File: config.mk
export PLATFORM = sky130hd
export DESIGN_NAME = serial_add_ctrl
export DESIGN_NICKNAME = d
export VERILOG_FILES = /design/src/rtl/serial_add_ctrl.sv
export SDC_FILE = /design/constraint.sdc
export NUM_CORES = 1
export LEC_CHECK = 0
export BUFFER_PORTS_ARGS = -buffer_cell sky130_fd_sc_hd__buf_4
export CORE_MARGIN = 3
export CORE_UTILIZATION = 53
export DETAILED_ROUTE_END_ITERATION = 12
export GPL_ROUTABILITY_DRIVEN = 0
export GPL_TIMING_DRIVEN = 0
export PLACE_DENSITY_LB_ADDON = 0.12
export SYNTH_ARGS = -nofsm -noshare
export SYNTH_HDL_FRONTEND = slang
export SYNTH_SLANG_ARGS = --single-unit
File: constraint.sdc
create_clock -name clk -period 1.9 [get_ports clk]
set_clock_uncertainty 0.15 [all_clocks]
set_input_delay 0.095 -clock clk [delete_from_list [all_inputs] [get_ports clk]]
set_output_delay 0.095 -clock clk [all_outputs]
set_load 0.01 [all_outputs]
File: src/rtl/serial_add_ctrl.sv
// Bit-serial adder controller: feeds one external full_adder LSB-first and
// assembles the WIDTH-bit sum and final carry over WIDTH SHIFT cycles.
module serial_add_ctrl #(
  parameter int WIDTH = 8
) (
  input  logic             clk,
  input  logic             rst,
  input  logic             start,
  input  logic [WIDTH-1:0] a,
  input  logic [WIDTH-1:0] b,
  input  logic             cin,
  output logic             busy,
  output logic             done,
  output logic [WIDTH-1:0] sum,
  output logic             cout,
  output logic             fa_a,
  output logic             fa_b,
  output logic             fa_cin,
  input  logic             fa_sum,
  input  logic             fa_cout
);

  localparam int CW = $clog2(WIDTH + 1);
  localparam logic [CW-1:0] LAST = CW'(WIDTH - 1);

  typedef enum logic [1:0] {
    IDLE,
    SHIFT,
    DONE
  } state_t;

  state_t           state;
  logic [WIDTH-1:0] a_reg;
  logic [WIDTH-1:0] b_reg;
  logic [WIDTH-1:0] s_reg;
  logic             carry;
  logic [CW-1:0]    cnt;
  logic [WIDTH-1:0] s_next;

  // New sum bit enters at the MSB; written as a shift of the concatenation so WIDTH=1 needs no special case.
  assign s_next = WIDTH'({fa_sum, s_reg} >> 1);

  always_comb begin
    fa_a   = 1'b0;
    fa_b   = 1'b0;
    fa_cin = 1'b0;
    if (state == SHIFT) begin
      fa_a   = a_reg[0];
      fa_b   = b_reg[0];
      fa_cin = carry;
    end
  end

  always_ff @(posedge clk) begin
    if (rst) begin
      state <= IDLE;
      busy  <= 1'b0;
      done  <= 1'b0;
      sum   <= '0;
      cout  <= 1'b0;
      a_reg <= '0;
      b_reg <= '0;
      s_reg <= '0;
      carry <= 1'b0;
      cnt   <= '0;
    end else begin
      case (state)
        IDLE: begin
          busy <= 1'b0;
          done <= 1'b0;
          if (start) begin
            a_reg <= a;
            b_reg <= b;
            carry <= cin;
            cnt   <= '0;
            s_reg <= '0;
            busy  <= 1'b1;
            state <= SHIFT;
          end
        end
        SHIFT: begin
          s_reg <= s_next;
          a_reg <= a_reg >> 1;
          b_reg <= b_reg >> 1;
          carry <= fa_cout;
          cnt   <= cnt + CW'(1);
          if (cnt == LAST) begin
            sum   <= s_next;
            cout  <= fa_cout;
            busy  <= 1'b0;
            done  <= 1'b1;
            state <= DONE;
          end
        end
        DONE: begin
          done  <= 1'b0;
          busy  <= 1'b0;
          state <= IDLE;
        end
        default: begin
          busy  <= 1'b0;
          done  <= 1'b0;
          state <= IDLE;
        end
      endcase
    end
  end

endmodule

==> summary.md, run 1 <==
| Metric | Value |
|---|---|
| Power per cell area | `718.4 nW/um2` |
| GRT Util Overall | `23.23%` |
| Sequential fraction of the synthesis area | `roughly 47%` |
| CP Capture Point | `fa_b` |
| Register-to-Register Path Depth | `5` |
| Clock root cell | `clkbuf_4` |
| Largest net degree at the start of global routing | `13` |
| DR DRC count | `0` |
| LEAKAGE | `between 0.9 and 1 nW` |
| Sum Neg Setup Slack | `0 ps` |
| Total gr overflow | `0` |
| Syn nets | `roughly 220` |
| Synth Register Bits | `41` |
| Yosys warning count | `0` |
| Vias in the first global route | `around 1600` |
| Final hold slack | `about 340 ps` |
| Final setup violation count | `0` |
| TritonCTS Buffers | `5` |
| Cells after Synth | `roughly 200` |
| CP required | `around 1700 ps` |
| IO Port Bufs | `35` |
| Share of cells above drive strength 1 | `between 20 and 25%` |
| Hold Path Stages | `3` |
| Floorplan row count | `20` |
| Clk buf depth | `2` |
| Synth-to-layout area growth | `34.34%` |
| Ys async rst share | `0%` |
| Most common cell after layout, fill and taps aside | `dfxtp_1` |
| Max rail drop VDD | `~0.5 mV` |
| Final period utilization | `a little over nine tenths` |
| Register-to-register setup slack | `approximately 300 ps` |
| Critical path class | `reg -> out` |
| Final hold vios | `0` |
| Post-synth EDFFs | `0` |
| Antenna Cells | `0` |
| Max Cap Violations | `0` |
| Synth cell types | `30` |
| Final Max Tran Viols | `0` |
| Via count | `approximately 1700` |
| Worst R2R Start | `cnt[0]$_SDFFE_PP0P_` |
| Fin crit period | `between 1500 and 2000 ps` |
| Worst Path Buf+Inv | `4` |
| CP max-delay cell | `dfxtp_1` |
| Synthesized cell area | `~1700 um2` |
| Fillers | `around 240` |
| Initial Util | `56.25%` |
| Syn Area/Cell | `approximately 9.0 um2` |
| Hold Crit Class | `in -> reg` |
| Clock Pin Slew Worst Setup and Hold Paths | `130 ps` |
| Worst skew pair latency | `between 300 and 400 ps` |
| Top_reg_cell synth | `dfxtp_1` |
| CTS Sinks | `a little over 40` |
| Num ports | `36` |
| RSZ-0062 raised after global routing | `false` |
| Status | `complete, no violations` |
| Max_slew headroom | `between 60 and 70%` |
| Worst-Margin Slew | `a little over 500 ps` |
| Initial DRC Count | `~120` |
| Setup crit end kind | `primary output` |
| Die Footprint | `between 4000 and 5000 um2` |
| Worst path cell trace | `buf_6 > and2b_4 > buf_6 > buf_6 > and2_1 > buf_4` |
| Max stage delay on crit path | `~330 ps` |
| Initial antenna violation count | `0` |
| Fmax | `approximately 560 MHz` |
| Worst EP arrival | `~1600 ps` |
| CTS H-Tree Depth | `2` |
| Die W | `around 63 um` |
| First-pass GRT wire length | `7327 um` |
| Die height | `63.39 um` |
| Crit. path cell count | `6` |
| Top Family by Delay on Critical Path | `buffers and inverters` |
| Core ar. | `between 3000 and 4000 um2` |
| Nets | `around 280` |
| CTS tree | `done` |
| Crit path top cell by count | `buf_6` |
| 1st-pass router iterations | `7` |
| Post-DP HPWL | `2831 um` |
| Vias per std cell | `5.485` |
| Critical Path Start | `state[0]$_SDFFE_PP0P_` |
| Most frequent cells in the layout | `dfxtp_1 (40), buf_4 (38), nor2_1 (28)` |
| Final WL | `4336 um` |
| DRT antenna net count | `0` |
| Max FO, Critical Path | `10` |
| Reg2reg end | `sum[2]$_SDFFE_PP0P_` |
| Critical path launch point type | `register` |
| Wire per inst | `around 14 um` |
synth_stat cells, types with 2 or more instances:
library cell | count | area (um2)
buf_6 | 8 | 90.09
a21oi_1 | 25 | 125.1
nand2_1 | 16 | 60.06
nor3_1 | 4 | 20.02
nor2_1 | 28 | 105.1
a22oi_1 | 9 | 67.56
o21ai_0 | 9 | 45.04
a31oi_1 | 2 | 12.51
clkbuf_1 | 5 | 18.77
a211oi_1 | 14 | 105.1
nand3_1 | 11 | 55.05
dfxtp_1 | 41 | 820.8
and2_1 | 3 | 18.77
a211oi_2 | 2 | 25.02
buf_4 | 3 | 22.52
report_power, final:
group | internal [mW] | leakage [nW] | switching, mW
Combinational | 0.141 | 0.592 | 0.130
Sequential | 0.896 | 0.336 | 0.0211
Clock | 0.215 | 0.0413 | 0.281
worst min-delay path, cell delays in order:
cell           delay (ps)
dlygate4sd3_1         530
buf_4                 130
a2111oi_0              60
repair_timing:
| item | CTS | global route |
|---|---|---|
| hold buffers | 21 | 0 |
| buffers inserted | 0 | 0 |
| hold endpoints to repair | 21 | 0 |
| endpoints found under the setup margin | 0 | 3 |
| gates resized for setup | 0 | 1 |
area by class of cell:
type	instances	area, um2	area share, %
multi-input cells	136	773.2	32.98
well taps	44	55.05	2.348
flip-flops and latches	41	822.0	35.06
repair buffers	56	473.0	20.17
plain buffers	18	151.4	6.457
clock buffers	7	65.06	2.775
clock inverters	1	5.005	0.2134
stage by stage:
stage                     std cells  setup slack (ps)  total power, mW  utilization [%]  area [um2]
after floorplan                 195             580.5            1.089                -        1745
after global placement          274             424.5            1.160            66.49        2063
after detailed placement        274             343.5            1.168            66.49        2063
after CTS                       303             70.61            1.686            75.52        2344
after global routing            303             20.95            1.769            75.56        2345
final                           303             104.1            1.684            75.56        2345
worst min path at each step:
| stage | from | slack [ps] | endpoint |
|---|---|---|---|
| after global placement | rst | 170 | state[0]$_SDFFE_PP0P_ |
| after global routing | rst | 350 | state[0]$_SDFFE_PP0P_ |
| final | rst | 340 | state[0]$_SDFFE_PP0P_ |
| after detailed placement | rst | 170 | state[0]$_SDFFE_PP0P_ |
| after floorplan | rst | 30 | state[0]$_SDFFE_PP0P_ |
| after CTS | rst | 330 | state[0]$_SDFFE_PP0P_ |
logic make-up after synthesis:
kind of cell	Yosys count	synth area share, %
adder cells (fa/ha/maj)	1	0.7167
AND/OR/NAND/NOR	69	18.35
flip-flops	41	47.03
AO/OA/AOI/OAI	66	25.23
buffers and inverters	18	8.674
metal layers:
metal,global-route usage (%),routed length [um]
met5,0,0
met4,6.469,52
met3,6.952,237
met2,40.94,2220
met1,27.07,1825
(Power assumes the default switching activity.)
==> run 2: changes to the inputs <==
- PLACE_DENSITY: default -> 0.78
- PLACE_DENSITY_LB_ADDON: 0.12 -> default
==> summary.md, run 2 (synthesized netlist as in run 1, its figures left out) <==
| Metric | Value |
|---|---|
| CTS tree | `done` |
| Final Max Tran Viols | `0` |
| Share of cells above drive strength 1 | `between 20% and 30%` |
| LEAKAGE | `0.9722 nW` |
| Clock Pin Slew Worst Setup and Hold Paths | `between 100 and 150 ps` |
| CP Capture Point | `fa_a` |
| Max FO, Critical Path | `10` |
| Max rail drop VDD | `~0.53 mV` |
| Worst skew pair latency | `between 300 and 400 ps` |
| Initial DRC Count | `about 90` |
| Synth-to-layout area growth | `35.41%` |
| Final WL | `between 4000 and 5000 um` |
| IO Port Bufs | `35` |
| Power per cell area | `about 760 nW/um2` |
| Hold Path Stages | `2` |
| Register-to-register setup slack | `between 200 and 300 ps` |
| Most common cell after layout, fill and taps aside | `dfxtp_1` |
| Register-to-Register Path Depth | `5` |
| Total gr overflow | `0` |
| Clk buf depth | `2` |
| Core ar. | `about 3100 um2` |
| GRT Util Overall | `approximately a quarter` |
| Nets | `approximately 280` |
| Initial antenna violation count | `0` |
| DR DRC count | `0` |
| Final period utilization | `95.51%` |
| Critical path launch point type | `register` |
| Critical Path Start | `state[0]$_SDFFE_PP0P_` |
| Num ports | `36` |
| Wire per inst | `14.89 um` |
| CTS H-Tree Depth | `2` |
| Vias per std cell | `about 5.4` |
| 1st-pass router iterations | `4` |
| RSZ-0062 raised after global routing | `false` |
| First-pass GRT wire length | `7452 um` |
| Reg2reg end | `sum[5]$_SDFFE_PP0P_` |
| Die height | `around 63 um` |
| Critical path class | `reg -> out` |
| Sum Neg Setup Slack | `0 ps` |
| Vias in the first global route | `approximately 1600` |
| Hold Crit Class | `reg -> reg` |
| Worst-Margin Slew | `about 520 ps` |
| Post-DP HPWL | `around 2900 um` |
| Die Footprint | `around 4000 um2` |
| Fmax | `between 500 and 600 MHz` |
| TritonCTS Buffers | `5` |
| DRT antenna net count | `0` |
| Max_slew headroom | `approximately 65%` |
| Setup crit end kind | `primary output` |
| Clock root cell | `clkbuf_4` |
| Largest net degree at the start of global routing | `14` |
| Worst EP arrival | `~1600 ps` |
| Max Cap Violations | `0` |
| Antenna Cells | `0` |
| Initial Util | `56.25%` |
| Fillers | `between 200 and 250` |
| CTS Sinks | `41` |
| Most frequent cells in the layout | `dfxtp_1 (40), buf_4 (38), nor2_1 (28)` |
| Floorplan row count | `20` |
| Final setup violation count | `0` |
| Via count | `~1600` |
| Final hold vios | `0` |
| CP required | `~1700 ps` |
| Worst R2R Start | `cnt[0]$_SDFFE_PP0P_` |
| Pre-CTS setup slack | `between 300 and 400 ps` |
| Status | `complete, no violations` |
| Worst setup margin | `roughly 85 ps` |
| Die W | `63.39 um` |
| Fin crit period | `roughly 1800 ps` |
==> run 2: cell type report <==
cell class / instances / area [um2] / area share, %
sequential: 41 / 822.0 / 34.78
multi-input combinational: 136 / 773.2 / 32.72
tap: 44 / 55.05 / 2.329
buffer: 18 / 151.4 / 6.405
clock buffer: 6 / 51.30 / 2.170
clock inverter: 2 / 37.54 / 1.588
timing repair buffer: 56 / 473.0 / 20.01
==> run 2: what timing repair did <==
item                                    4_1_cts  5_1_grt
gates resized for setup                       0        1
hold endpoints to repair                     21        0
endpoints found under the setup margin        0        2
hold buffers                                 21        0
setup buffers                                 0        0
==> run 2: how the worst min path moves through the flow <==
stage                                startpoint               endpoint
after CTS                                   rst  state[0]$_SDFFE_PP0P_
after detailed placement                    rst  state[0]$_SDFFE_PP0P_
after global routing      s_reg[1]$_SDFFE_PP0P_    sum[0]$_SDFFE_PP0P_
final                       sum[6]$_SDFFE_PP0P_    sum[6]$_SDFFE_PP0P_
after floorplan                             rst  state[0]$_SDFFE_PP0P_
after global placement                      rst  state[0]$_SDFFE_PP0P_
==> run 2: metrics by stage <==
| step | hold WS, ps | cell area (um2) | utilization, % | total power [mW] | instances |
|---|---|---|---|---|---|
| 3_5_place_dp | 166.5 | 2063 | 66.49 | 1.172 | 274 |
| 6_report | 333.9 | 2364 | 76.17 | 1.801 | 303 |
| 4_1_cts | 326.4 | 2362 | 76.13 | 1.798 | 303 |
| 2_1_floorplan | 34.77 | 1745 | - | 1.089 | 195 |
| 3_3_place_gp | 162.9 | 2063 | 66.49 | 1.161 | 274 |
| 5_1_grt | 342.3 | 2364 | 76.17 | 1.871 | 303 |
==> run 2: critical path, stage by stage (launching register included) <==
cell and delay (ps):
dfxtp_1 330, buf_6 130, and2b_4 170, buf_6 140, buf_6 140, and2_1 160
buf_4 140
==> run 2: report_power, final <==
part / switching, mW / internal [mW] / leakage (nW) / total, mW
combinational: 0.133 / 0.141 / 0.592 / 0.275
clock: 0.296 / 0.313 / 0.0445 / 0.608
sequential: 0.0210 / 0.897 / 0.336 / 0.918
==> run 2: routing by layer <==
metal  GRT usage (%)  wire, um  up-vias
met4           9.164        69        0
met5               0         0        -
met2           37.42      2217       44
met3           5.882       228        8
li1                -         -      816
met1           29.99      1997      767
